==> config.mk <==
export PLATFORM = sky130hd
export DESIGN_NAME = booth_mul
export DESIGN_NICKNAME = d
export VERILOG_FILES = /design/src/rtl/booth_pkg.sv /design/src/rtl/booth_step.sv /design/src/rtl/booth_mul.sv
export SDC_FILE = /design/constraint.sdc
export NUM_CORES = 1
export LEC_CHECK = 0
export ABC_AREA = 1
export ABC_CLOCK_PERIOD_IN_PS = 5900
export BUFFER_PORTS_ARGS = -buffer_cell sky130_fd_sc_hd__buf_2
export CAP_MARGIN = 30
export CORE_ASPECT_RATIO = 1.2
export CORE_UTILIZATION = 44
export DETAILED_ROUTE_END_ITERATION = 8
export PLACE_DENSITY = 0.63
export SETUP_SLACK_MARGIN = 0.3
export SLEW_MARGIN = 40
export SYNTH_ARGS = -nofsm -noshare
export SYNTH_HDL_FRONTEND = slang
export SYNTH_SLANG_ARGS = --single-unit
==> constraint.sdc <==
create_clock -name clk -period 5.9 [get_ports clk]
set_input_delay 0.295 -clock clk [delete_from_list [all_inputs] [get_ports clk]]
set_output_delay 0.295 -clock clk [all_outputs]
set_load 0.1 [all_outputs]
==> src/rtl/booth_pkg.sv <==
// Shared types and sizing for the radix-2 Booth multiplier.
// Holds the FSM state encoding, the default operand width and the step-counter width.
package booth_pkg;

  typedef enum logic [1:0] {
    IDLE = 2'd0,
    BUSY = 2'd1,
    DONE = 2'd2
  } state_t;

  localparam int DEF_WIDTH = 8;

  // The counter must hold the value WIDTH itself, not just WIDTH-1.
  function automatic int cnt_width(input int w);
    return $clog2(w + 1);
  endfunction

  localparam int CNT_W = cnt_width(DEF_WIDTH);

endpackage

==> src/rtl/booth_step.sv <==
// One radix-2 Booth iteration: add/subtract M on {Q[0],Q_1}, then arithmetic shift of {A,Q,Q_1}.
// Purely combinational, zero latency, no flow control.
module booth_step
  import booth_pkg::*;
#(
  parameter int WIDTH = DEF_WIDTH
) (
  input  logic [WIDTH:0]   a,
  input  logic [WIDTH-1:0] q,
  input  logic             q_1,
  input  logic [WIDTH:0]   m,
  output logic [WIDTH:0]   a_nxt,
  output logic [WIDTH-1:0] q_nxt,
  output logic             q_1_nxt
);

  logic [WIDTH:0] sum;

  always_comb begin
    sum = a;
    unique case ({q[0], q_1})
      2'b01:   sum = a + m;
      2'b10:   sum = a - m;
      default: sum = a;
    endcase
  end

  // A is one bit wider than the operands, so its MSB is the true sign to replicate.
  assign a_nxt   = {sum[WIDTH], sum[WIDTH:1]};
  assign q_nxt   = {sum[0], q[WIDTH-1:1]};
  assign q_1_nxt = q[0];

endmodule

==> src/rtl/booth_mul.sv <==
// Sequential signed Booth multiplier, one step per clock; result WIDTH+1 cycles after start.
// No backpressure: start is only honoured in IDLE, valid is a single-cycle pulse.
module booth_mul
  import booth_pkg::*;
#(
  parameter int WIDTH = DEF_WIDTH
) (
  input  logic                 clk,
  input  logic                 rst,
  input  logic                 start,
  input  logic [WIDTH-1:0]     X,
  input  logic [WIDTH-1:0]     Y,
  output logic                 valid,
  output logic [2*WIDTH-1:0]   Z
);

  localparam int CW = cnt_width(WIDTH);

  state_t           state;
  logic [WIDTH:0]   a;
  logic [WIDTH:0]   m;
  logic [WIDTH-1:0] q;
  logic             q_1;
  logic [CW-1:0]    count;

  logic [WIDTH:0]   a_nxt;
  logic [WIDTH-1:0] q_nxt;
  logic             q_1_nxt;

  booth_step #(
    .WIDTH (WIDTH)
  ) u_step (
    .a       (a),
    .q       (q),
    .q_1     (q_1),
    .m       (m),
    .a_nxt   (a_nxt),
    .q_nxt   (q_nxt),
    .q_1_nxt (q_1_nxt)
  );

  always_ff @(posedge clk or negedge rst) begin
    if (!rst) begin
      state <= IDLE;
      valid <= 1'b0;
      Z     <= '0;
      a     <= '0;
      m     <= '0;
      q     <= '0;
      q_1   <= 1'b0;
      count <= '0;
    end else begin
      valid <= 1'b0;
      unique case (state)
        IDLE: begin
          if (start) begin
            m     <= {X[WIDTH-1], X};
            q     <= Y;
            a     <= '0;
            q_1   <= 1'b0;
            count <= CW'(WIDTH);
            state <= BUSY;
          end
        end
        BUSY: begin
          a     <= a_nxt;
          q     <= q_nxt;
          q_1   <= q_1_nxt;
          count <= count - CW'(1);
          if (count == CW'(1)) state <= DONE;
        end
        DONE: begin
          // The product fits in 2*WIDTH bits, so the extra sign bit of A is dropped.
          Z     <= {a[WIDTH-1:0], q};
          valid <= 1'b1;
          state <= IDLE;
        end
        default: state <= IDLE;
      endcase
    end
  end

endmodule

# ---- Word level (Yosys, flattened, before mapping)
# Cells that the tools add are included.
dict set report classes {
  n_addsub 3
  eq_ne 7
  n_mux 13
  reduce_logical 5
}
# operator count
set ops {}
lappend ops {{$pmux 9 s2} 2}
lappend ops {{$pmux 8 s2} 1}
lappend ops {{$add 9x9->9} 1}
lappend ops {{$mux 9} 1}
lappend ops {{$sub 9x9->9} 1}
lappend ops {{$mux 8} 1}
lappend ops {{$pmux 4 s2} 1}
lappend ops {{$reduce_and 2->1} 3}
lappend ops {{$eq 2x1->1 const B} 2}
lappend ops {{$eq 2x2->1 const B} 2}
lappend ops {{$eq 4x1->1 const B} 1}
lappend ops {{$mux 2} 2}
lappend ops {{$mux 4} 1}
lappend ops {{$ne 2x2->1 const B} 2}
lappend ops {{$pmux 2 s2} 1}
lappend ops {{$sub 4x1->4 const B} 1}
lappend ops {{$logic_not 2->1} 1}
lappend ops {{$mux 1} 2}
lappend ops {{$pmux 1 s2} 1}
lappend ops {{$reduce_bool 2->1} 1}
dict set report totals {
  ff_bits 49
  out_inout_bits 17
  wordCells 36
}

# ---- Longest topological paths before layout
dict set report logic_depth {
  word_depth 3
  depth_mapped 17
  ltp_nobuf 17
}

# ---- Modules after synthesis
# A second synthesis with hierarchy kept.
dict set report unflattened {
  cells_unflattened 367
  hier_area_um2 2727.6
}
# mod n_inst cells_each area_each_um2 seq_area_each_um2
set by_module_without_submodules {}
lappend by_module_without_submodules {booth_mul 1 229 1969.4 1226.2}
lappend by_module_without_submodules {booth_step 1 138 758.2 0.0}

# ---- Worst setup path after synthesis
# Ideal clock, no wire load.
dict set report synth_path {
  kind {register to register}
  from {register m[0]}
  to {register a[7]}
  setup_time_ns 0.117
  arrival_time_ns 2.094
  slack_ns 3.689
  stages_incl_launch_ff 18
  path_buffers 0
  synth_period_minus_slack_ns 2.211
  path_cell_list {dfrtp_1 > inv_1 > ha_1 > inv_1 > nor2_1 > nand2_1 > o31ai_1 > xnor2_1 > inv_1 > ha_1 > nand2_1 > inv_1 > nand2_1 > nand2_1 > a21oi_1 > nand3_1 > nand3_1 > nand2_1}
}
dict set report synth_via {
  elab_chain_len 3
}
# item line
set synth_rtl {}
lappend synth_rtl {{start, declared} booth_mul.sv:21} ;# logic [WIDTH:0] m;
lappend synth_rtl {{start signal, assigned} booth_mul.sv:57} ;# m <= {X[WIDTH-1], X};
lappend synth_rtl {{$sub 9x9->9 or $add 9x9->9 (tied branches)} {booth_step.sv:23, booth_step.sv:22}}
lappend synth_rtl {{$pmux 9 s2 (*)} booth_step.sv:21} ;# unique case ({q[0], q_1})
lappend synth_rtl {{$pmux 9 s2 (*)} booth_mul.sv:54} ;# unique case (state)
lappend synth_rtl {{end signal, assigned} booth_mul.sv:66} ;# a <= a_nxt;
lappend synth_rtl {{end, declared} booth_mul.sv:20} ;# logic [WIDTH:0] a;
# Mark *: on every way between the ends. The rest lies on a longest branch, timed or not.
# A chain may end at the register's enable or synchronous reset.

# ---- Final worst setup path
dict set report layout_path {
  from {register m[0]}
  to {register a[6]}
}
# Same word-level chain as after synthesis.

==> flow_summary.yaml <==
logic_synthesis:
  synth_cell_types: 29
  syn-cell-area_sq_um: 2600
  synthCells: 322
  syn-num-nets: 354
  ys_seq_area_frac: 0.463
  ys_ff_latch: 48
  yosysWarnings: 0
  avgSynthCellArea_sq_um: 8.06
setup_path:
  cp_slowest_cell: "dfrtp_1"
  cp_data_required_time_ps: 6140
  slowest_delay_ps: 390
  worstRegToRegCells: 16
  crit_start: "m[0]"
  critical_path_class: "reg2reg"
  r2r_slack_ps: 3510
  cp_max_fo: 5
  timing.rr.start: "m[0]"
  cp.depth: 16
  crit_path_start_kind: "flip-flop"
  crit_family: "compound AO/OA/AOI/OAI gates"
  setup.worst_path.end: "a[6]"
  reg2reg_to: "a[6]"
  crit_path_cell_trace: "inv_1 > ha_1 > inv_1 > nor2_1 > nand2_1 > o31ai_1 > xnor2_1 > inv_1 > ha_1 > nand2_1 > inv_1 > a21oi_1 > nand2_1 > nand2_1 > nand3_1 > a21boi_1"
  path_buf_inv: 4
  arrival_ps: 2630
  end_kind: "flip-flop"
timing:
  clock.fmax_ghz: 0.418
  finalSetupViolCount: 0
  skew_ps: 5.97
  hold_ws_ps: 67.5
  fin_setup_tns_ps: 0
  max_slew.worst_pin.slew_ps: 778
  hold_viol_final: 0
  rsz0062_at_grt: "no"
  timing.final.crit_share: 0.406
  layout_min_cycle_time_ps: 2390
  slew_viol_final: 0
  slew_headroom: 0.481
cts:
  clock_sinks: 48
  holdBufCountCts: 0
  postCtsResizedCells: 0
  cts_setup_buffers: 0
  htree_levels: 2
  clk_pin_slew_ps: 90
  cts_root_buffer: "clkbuf_8"
  cts_buffer_depth: 2
  cts-buffers-inserted: 5
  clk_latency_ps: 310
  cts_tree: "yes"
floorplan:
  num_rows: 30
  fp.coreArea_sq_um: 5670
  ios: 36
  dieArea_sq_um: 6210
  chipWidth_um: 72.1
  start_util: 0.458
  die_height_um: 86.1
global_route:
  grt_first_pass_wirelength_um: 9520
  grt_pass1_vias: 2036
  use_met1: 0.252
  top_usage_layer: "met2"
  track_usage: 0.201
  grt_overflow: 0
  use_met3: 0.0353
  grt_max_degree: 49
  antenna_found_initial: 0
  met2_usage: 0.320
placed_design:
  dpl.hpwl_um: 4090
  place.gp.congestion: 0.897
  port_buffers: 35
route:
  num_vias: 2124
  route.detailed.drc: 0
  wl_per_cell_um: 12.5
  drt_iter0_drc: 112
  viasPerCell: 4.85
  wl_um: 5480
  drtPass1Iterations: 4
  ant_nets: 0
layout:
  final_cell_mix: "nand2_1, inv_1, dfrtp_1, buf_2, o21ai_0"
  finalNetCount: 389
  drive_gt1_frac: 0.148
  final_common_cell: "nand2_1"
  num_antenna_cells: 0
  syn_to_final_growth_pct: 12.8
  fillers: 585
flow_run:
  cap_violations: 0
status:
  outcome: "complete, no violations"
hold_path:
  hp-class: "in2async"
==> per-stage QoR <==
step,instance area [sq um],std cells,worst slack (ps),util
after floorplan,2600,322,3690,-
after global placement,2830,430,3570,0.500
after detailed placement,2830,430,3520,0.500
after CTS,2930,438,3510,0.517
after global routing,2930,438,3130,0.517
final,2930,438,3510,0.517
==> per-layer routing <==
layer | wire length (um) | share of wire | up-vias
li1 | - | - | 1102
met2 | 2670 | 0.49 | 32
met1 | 2410 | 0.44 | 975
met5 | 0 | 0 | -
met4 | 259 | 0.047 | 0
met3 | 153 | 0.028 | 15
==> layout make-up <==
type | count | area, sq um | area share
Sequential cell | 48 | 1200 | 0.410
Multi-Input combinational cell | 206 | 1120 | 0.383
Inverter | 60 | 225 | 0.0769
Timing Repair Buffer | 36 | 183 | 0.0624
Tap cell | 80 | 100 | 0.0342
Clock buffer | 6 | 82.6 | 0.0282
Clock inverter | 2 | 13.8 | 0.00470
==> kinds of logic after synthesis <==
group,after synthesis,synth area share
simple gates,120,0.200
buf+inv,68,0.105
compound gates,67,0.146
flops,48,0.463
fa+ha+maj,13,0.0655
xor+xnor,6,0.0202
==> worst min path at each step <==
stage                     depth (start not counted)  startpoint  endpoint
after detailed placement                          2         rst      a[7]
after global routing                              2         rst      a[6]
after CTS                                         2         rst      a[7]
after floorplan                                   0         rst      Z[0]
final                                             2         rst      a[7]
after global placement                            2         rst      a[7]
==> sequential cells by signal (all words and copies together) (netlist names) <==
| name | flops |
|---|---|
| Z | 16 |
| a | 8 |
| count | 4 |
| m | 8 |
| q | 8 |
| q_1 | 1 |
| state | 2 |
| valid | 1 |
==> worst register-to-register path, stage by stage, from the launching register on <==
cell and delay [ps]:
dfrtp_1 390, inv_1 100, ha_1 170, inv_1 40
nor2_1 130, nand2_1 90, o31ai_1 240, xnor2_1 150
inv_1 50, ha_1 330, nand2_1 100, inv_1 40
a21oi_1 180, nand2_1 80, nand2_1 60, nand3_1 60
a21boi_1 120
==> Yosys cell counts <==
cell / instances / share of area
nand4_1: 4 / 0.0096
clkbuf_1: 1 / 0.0014
xor2_1: 4 / 0.013
nor2_1: 13 / 0.019
o21ai_0: 27 / 0.052
nor2_4: 2 / 0.0087
ha_1: 12 / 0.058
or3_1: 1 / 0.0024
xnor2_1: 2 / 0.0067
buf_4: 1 / 0.0029
o22ai_1: 3 / 0.0072
inv_2: 4 / 0.0058
nor3_1: 1 / 0.0019
buf_2: 5 / 0.0096
a22oi_1: 9 / 0.026
or2_2: 1 / 0.0024
nand2_2: 1 / 0.0024
dfrtp_1: 48 / 0.46
fa_1: 1 / 0.0077
o21ai_1: 9 / 0.017
nand2_1: 78 / 0.11
a21oi_1: 13 / 0.025
nand3_1: 18 / 0.035
nand3_4: 1 / 0.0067
o31ai_1: 1 / 0.0029
inv_1: 56 / 0.081
a21boi_1: 3 / 0.0087
buf_6: 1 / 0.0043
o221ai_1: 2 / 0.0067
Power is left out: the tool's default activity adds up to more than one toggle a clock period on the data nets, which glitch-free logic cannot reach.
